$ cat src/rtl/tft_timing_controller.sv
// Raster timing generator for a TFT panel: scans h/v counters through active, porch and
// sync regions, drives pixel coordinates, and delays panel strobes by the framebuffer read latency.
module tft_timing_controller #(
    parameter int H_ACTIVE    = 480,
    parameter int H_FP        = 2,
    parameter int H_SYNC      = 41,
    parameter int H_BP        = 2,
    parameter int V_ACTIVE    = 272,
    parameter int V_FP        = 2,
    parameter int V_SYNC      = 10,
    parameter int V_BP        = 2,
    parameter int RAM_LATENCY = 2
) (
    input  logic        clk,
    input  logic        rst,
    input  logic        ena,
    output logic [8:0]  x,
    output logic [8:0]  y,
    input  logic [15:0] rd_data,
    output logic [15:0] tft_rgb,
    output logic        tft_de,
    output logic        tft_hsync_n,
    output logic        tft_vsync_n,
    output logic        frame_start
);
    localparam int H_TOTAL = H_ACTIVE + H_FP + H_SYNC + H_BP;
    localparam int V_TOTAL = V_ACTIVE + V_FP + V_SYNC + V_BP;

    localparam logic [9:0] H_LAST     = 10'(H_TOTAL - 1);
    localparam logic [9:0] H_ACT_END  = 10'(H_ACTIVE - 1);
    localparam logic [9:0] H_FP_END   = 10'(H_ACTIVE + H_FP - 1);
    localparam logic [9:0] H_SYNC_END = 10'(H_ACTIVE + H_FP + H_SYNC - 1);
    localparam logic [8:0] V_LAST     = 9'(V_TOTAL - 1);
    localparam logic [8:0] V_ACT_END  = 9'(V_ACTIVE - 1);
    localparam logic [8:0] V_FP_END   = 9'(V_ACTIVE + V_FP - 1);
    localparam logic [8:0] V_SYNC_END = 9'(V_ACTIVE + V_FP + V_SYNC - 1);

    generate
        if (H_TOTAL > 1024 || V_TOTAL > 512 || H_ACTIVE > 512 || V_ACTIVE > 512) begin : g_bad_geometry
            $error("tft_timing_controller: raster geometry exceeds counter width");
        end
        if (H_FP < 1 || H_SYNC < 1 || H_BP < 1 || V_FP < 1 || V_SYNC < 1 || V_BP < 1) begin : g_bad_region
            $error("tft_timing_controller: porch and sync regions must be at least one slot");
        end
        if (RAM_LATENCY < 1 || RAM_LATENCY > 4) begin : g_bad_latency
            $error("tft_timing_controller: RAM_LATENCY must be 1..4");
        end
    endgenerate

    typedef enum logic [1:0] {HS_ACT, HS_FP, HS_SYNC, HS_BP} h_state_t;
    typedef enum logic [1:0] {VS_ACT, VS_FP, VS_SYNC, VS_BP} v_state_t;

    h_state_t    r_h_state;
    v_state_t    r_v_state;
    logic [9:0]  r_hcount;
    logic [8:0]  r_vcount;
    logic [8:0]  r_x;
    logic [8:0]  r_y;
    logic        r_frame_start;
    logic [15:0] r_rgb;

    logic        w_h_wrap;
    logic        w_v_wrap;
    logic [9:0]  w_h_next;
    logic [8:0]  w_v_next;

    assign w_h_wrap = (r_hcount == H_LAST);
    assign w_v_wrap = (r_vcount == V_LAST);
    assign w_h_next = w_h_wrap ? 10'd0 : r_hcount + 10'd1;
    assign w_v_next = w_v_wrap ? 9'd0 : r_vcount + 9'd1;

    // Coordinates are computed from the next counter value so x/y always match the counters.
    always_ff @(posedge clk or posedge rst) begin
        if (rst) begin
            r_h_state     <= HS_ACT;
            r_v_state     <= VS_ACT;
            r_hcount      <= '0;
            r_vcount      <= '0;
            r_x           <= '0;
            r_y           <= '0;
            r_frame_start <= 1'b0;
        end else if (ena) begin
            r_hcount      <= w_h_next;
            r_frame_start <= w_h_wrap && w_v_wrap;

            case (r_h_state)
                HS_ACT: begin
                    if (r_hcount == H_ACT_END) begin
                        r_h_state <= HS_FP;
                        r_x       <= '0;
                    end else begin
                        r_x <= w_h_next[8:0];
                    end
                end
                HS_FP:   if (r_hcount == H_FP_END)   r_h_state <= HS_SYNC;
                HS_SYNC: if (r_hcount == H_SYNC_END) r_h_state <= HS_BP;
                HS_BP: begin
                    if (w_h_wrap) begin
                        r_h_state <= HS_ACT;
                        r_x       <= '0;
                    end
                end
                default: r_h_state <= HS_ACT;
            endcase

            // The vertical machine only moves on the line wrap.
            if (w_h_wrap) begin
                r_vcount <= w_v_next;
                case (r_v_state)
                    VS_ACT: begin
                        if (r_vcount == V_ACT_END) begin
                            r_v_state <= VS_FP;
                            r_y       <= '0;
                        end else begin
                            r_y <= w_v_next[8:0];
                        end
                    end
                    VS_FP:   if (r_vcount == V_FP_END)   r_v_state <= VS_SYNC;
                    VS_SYNC: if (r_vcount == V_SYNC_END) r_v_state <= VS_BP;
                    VS_BP: begin
                        if (w_v_wrap) begin
                            r_v_state <= VS_ACT;
                            r_y       <= '0;
                        end
                    end
                    default: r_v_state <= VS_ACT;
                endcase
            end
        end
    end

    logic [RAM_LATENCY:0] w_de_chain;
    logic [RAM_LATENCY:0] w_hs_chain;
    logic [RAM_LATENCY:0] w_vs_chain;

    assign w_de_chain[0] = (r_h_state == HS_ACT) && (r_v_state == VS_ACT);
    assign w_hs_chain[0] = (r_h_state != HS_SYNC);
    assign w_vs_chain[0] = (r_v_state != VS_SYNC);

    // Strobe alignment pipeline; reset forces every stage inactive so no stale sync leaks out.
    genvar gi;
    generate
        for (gi = 0; gi < RAM_LATENCY; gi++) begin : g_stage
            logic r_de;
            logic r_hs_n;
            logic r_vs_n;
            always_ff @(posedge clk or posedge rst) begin
                if (rst) begin
                    r_de   <= 1'b0;
                    r_hs_n <= 1'b1;
                    r_vs_n <= 1'b1;
                end else if (ena) begin
                    r_de   <= w_de_chain[gi];
                    r_hs_n <= w_hs_chain[gi];
                    r_vs_n <= w_vs_chain[gi];
                end
            end
            assign w_de_chain[gi+1] = r_de;
            assign w_hs_chain[gi+1] = r_hs_n;
            assign w_vs_chain[gi+1] = r_vs_n;
        end
    endgenerate

    // Pixel data is captured on the same edge the final de stage loads, keeping it aligned.
    always_ff @(posedge clk or posedge rst) begin
        if (rst) begin
            r_rgb <= '0;
        end else if (ena) begin
            r_rgb <= w_de_chain[RAM_LATENCY-1] ? rd_data : 16'h0000;
        end
    end

    assign x           = r_x;
    assign y           = r_y;
    assign frame_start = r_frame_start;
    assign tft_rgb     = r_rgb;
    assign tft_de      = w_de_chain[RAM_LATENCY];
    assign tft_hsync_n = w_hs_chain[RAM_LATENCY];
    assign tft_vsync_n = w_vs_chain[RAM_LATENCY];

endmodule

$ cat config.mk
export PLATFORM = sky130hd
export DESIGN_NAME = tft_timing_controller
export DESIGN_NICKNAME = d
export VERILOG_FILES = /design/src/rtl/tft_timing_controller.sv
export SDC_FILE = /design/constraint.sdc
export NUM_CORES = 1
export LEC_CHECK = 0
export ABC_AREA = 0
export BUFFER_PORTS_ARGS = -buffer_cell sky130_fd_sc_hd__buf_2
export CAP_MARGIN = 20
export CORE_UTILIZATION = 50
export CTS_CLUSTER_SIZE = 30
export DETAILED_ROUTE_END_ITERATION = 7
export HOLD_SLACK_MARGIN = 0.05
export PLACE_DENSITY_LB_ADDON = 0.1
export SLEW_MARGIN = 15
export SYNTH_ARGS = -nofsm -noshare
export SYNTH_HDL_FRONTEND = slang
export SYNTH_SLANG_ARGS = --single-unit
$ cat constraint.sdc
create_clock -name clk -period 2.45 [get_ports clk]
set_clock_uncertainty 0.15 [all_clocks]
set_input_delay 0.245 -clock clk [delete_from_list [all_inputs] [get_ports clk]]
set_output_delay 0.245 -clock clk [all_outputs]
set_load 0.05 [all_outputs]
==> summary.txt <==
Synthesis
  – Mapped Cells: 299
  – Synth Area in Compound Gates: 0.172
  – Area contributors post-synth: dfrtp_1, ha_1, a22o_1, mux2_2, dfstp_2
  – Post-synthesis mux area share: 0.0547
  – Post-synthesis cell type count: 54
  – Synthesized cell area: 3270 um2
  – EDFF count, synth: 0
  – Simple-Gate Fraction of Synth Area: 0.141
  – Post-Synth XOR/XNOR Area: 0.0402
  – Post-synthesis async set-or-reset flop share: 1.00
  – Syn_nets: 334
  – Post-Syn Area per Cell: 10.9 um2
  – Synth Flop Type: dfrtp_1
  – Synth Area in Adders: 0.0613
  – FF+latch count, synth: 64
  – Post-synth top area cell: dfrtp_1
  – Sequential area share after synthesis: 0.492
  – Synth Warn #: 0
  – Yosys top cell area share: 0.459
  – Largest family of logic cells by synthesized area: compound AO/OA/AOI/OAI gates

Timing
  – Slew Viols, Final: 0
  – RSZ-0062 raised after global routing: false
  – Final setup vio count: 0
  – Max_slew headroom: 0.524
  – Least-Margin Pin Slew: 0.709 ns
  – Final hold vios: 0
  – Fmax: 428 MHz
  – Min Clock Period, post-route: 2.34 ns
  – Final period utilization: 0.954

Critical path
  – Slowest Stage Delay on Critical Path: 0.65 ns
  – FF-to-FF setup slack: 0.11 ns
  – Critical path's slowest cell: or4b_1
  – WP data arrival: 2.41 ns
  – Startpoint class of the critical path: flop
  – Critical-path cell list: or4b_1 > or3_1 > a21oi_4 > buf_12 > mux2_4
  – Worst EP required: 2.53 ns
  – RR Startpoint: r_hcount[8]
  – Crit Path Class: flop to flop
  – Critical Path Source: r_hcount[8]
  – Endpoint class of the critical path: flop
  – Worst-path maximum fanout: 9

CTS
  – Clock latency on the worst-skew pair: 0.34 ns
  – TritonCTS buffer count: 9
  – Clock Sinks: 64
  – H-tree Lvls: 3
  – CTS tree: built
  – Clk buf depth: 2
  – CTS root buf: clkbuf_8
  – Worst-path clk slew: 0.07 ns

Power and ir drop
  – Peak supply drop: 0.000377 V
  – Leakage power: 2.05 nW
  – Power Dens Cells: 601 nW/um2

Cells and area
  – Util after Layout: 0.666
  – Final cell count without fillers: 471
  – Layout cell share with drive strength beyond 1: 0.312
  – ANT cells: 0
  – Final #Nets: 424
  – P&R area growth vs syn: 28.7%

Worst hold path
  – HP Class: primary input to flop
  – Hold path start: ena

Routing
  – Post-route antenna net violation count: 0
  – Routed WL: 7.30 mm
  – Initial drt markers: 187
  – First-pass DRT Iterations: 4
  – Routed len/inst: 15.5 um
  – Avg Vias per Cell: 5.66
  – Remaining DRCs: 0
  – Via count: 2667

Run status
  – Status: finished clean

Floorplan
  – FP Rows: 29
  – Die area: 6860 um2
  – DIE HEIGHT: 82.8 um
  – Initial Utilization: 0.518
  – Die Span X: 82.8 um
  – Placeable Area: 6310 um2
  – # IOs: 57

Global route
  – Initial antenna violation count: 0
  – Vias in the first global route: 2642
  – Largest net degree at the start of global routing: 65
  – GRT Total Usage: 0.230
  – Total global routing overflow: 0
  – First-pass GRT wire length: 12.6 mm

Place
  – Placer Congestion: 0.835
  – Dpl cells: 438
  – I/O Buffers: 56
  – DP Wirelength: 4.92 mm

Run
  – MaxCap Viol Count: 0
-- critical path: cells and delay by family (launching register included) --
kind / cells / cell delay (ns)
DFF: 1 / 0.38
AOI/OAI and AO/OA: 1 / 0.16
and+or+nand+nor: 2 / 1.08
buffers and inverters: 1 / 0.16
muxes: 1 / 0.30
-- layout by cell type (no fill, tap or decap), types with 10 or more instances in the layout --
| cell type | n |
|---|---|
| nor2_1 | 14 |
| buf_4 | 21 |
| o21ai_0 | 12 |
| dlygate4sd3_1 | 17 |
| inv_1 | 13 |
| a22o_1 | 21 |
| dfrtp_1 | 60 |
| ha_1 | 16 |
| nand2_1 | 16 |
| nand3_1 | 10 |
| buf_2 | 56 |
-- synthesized netlist by cell type, types with 3 or more instances --
library cell  number
dfrtp_1           60
a22o_1            21
ha_1              16
nand2_1           16
mux2_2            15
inv_1             14
nor2_1            14
o21ai_0           12
clkbuf_1          11
nand3_1           10
o2bb2ai_1          9
a21oi_1            8
nor3_1             8
xor2_1             8
xnor2_1            7
nand4_1            5
o31ai_1            5
a21o_1             4
dfstp_2            4
or3_1              4
nor2b_1            3
-- metal layers --
metal / vias up / part of all wire / GRT usage
li1: 1281 / - / -
met1: 1305 / 0.47 / 0.313
met2: 70 / 0.48 / 0.358
met3: 11 / 0.038 / 0.0517
met4: 0 / 0.018 / 0.0956
met5: - / 0 / 0
-- layout make-up --
cell class              count  area, um2
inverters                  14       52.6
fillers                   495       2110
clock inverters             7        104
clock buffers               9        124
multi-input cells         204       1580
well taps                  77       96.3
flip-flops and latches     64       1610
repair buffers             96        648
-- repair_timing --
item,4_1_cts,5_1_grt
endpoints found under the hold margin,76,0
hold buffers,17,0
setup endpoints to repair,0,1
gates resized for setup,0,2
buffers inserted,0,0
-- cells by family after synthesis --
logic type      after synthesis
compound gates               74
xor+xnor                     15
fa+ha+maj                    16
buf+inv                      31
flops                        64
mux                          16
simple gates                 83
-- final timing paths --
check,cells after the start,endpoint
hold reg to reg,1,x[8]
hold / removal,3,g_stage[0].r_vs_n
setup / recovery,5,y[4]
min in group asynchronous,4,y[5]
setup reg to reg,5,y[4]
max in group asynchronous,4,tft_hsync_n
-- sequential cells by signal, indices dropped and copies added, names as in the netlist, 2 cells and up --
register   count
x              9
r_hcount      10
y              9
r_h_state      2
tft_rgb       16
r_vcount       9
r_v_state      2
-- metrics by stage --
step | setup TNS [ns] | instance area [um2] | total power [mW] | hold slack, ns | setup slack, ns
detailed placement | 0 | 3800 | 1.49 | 0.191 | 0.0552
global placement | 0 | 3800 | 1.49 | 0.186 | 0.156
finish | 0 | 4210 | 2.53 | 0.217 | 0.113
floorplan | -0.285 | 3340 | 1.41 | 0.224 | -0.0317
CTS | 0 | 4200 | 2.56 | 0.207 | 0.0444
global route | 0 | 4210 | 2.64 | 0.232 | 0.0157
-- power by group --
part	internal, mW	leakage (nW)	switching [mW]
sequential	1.10	0.848	0.0234
clock	0.585	0.114	0.449
combinational	0.159	1.09	0.216
Note: power is estimated with default switching activity, not from simulation.
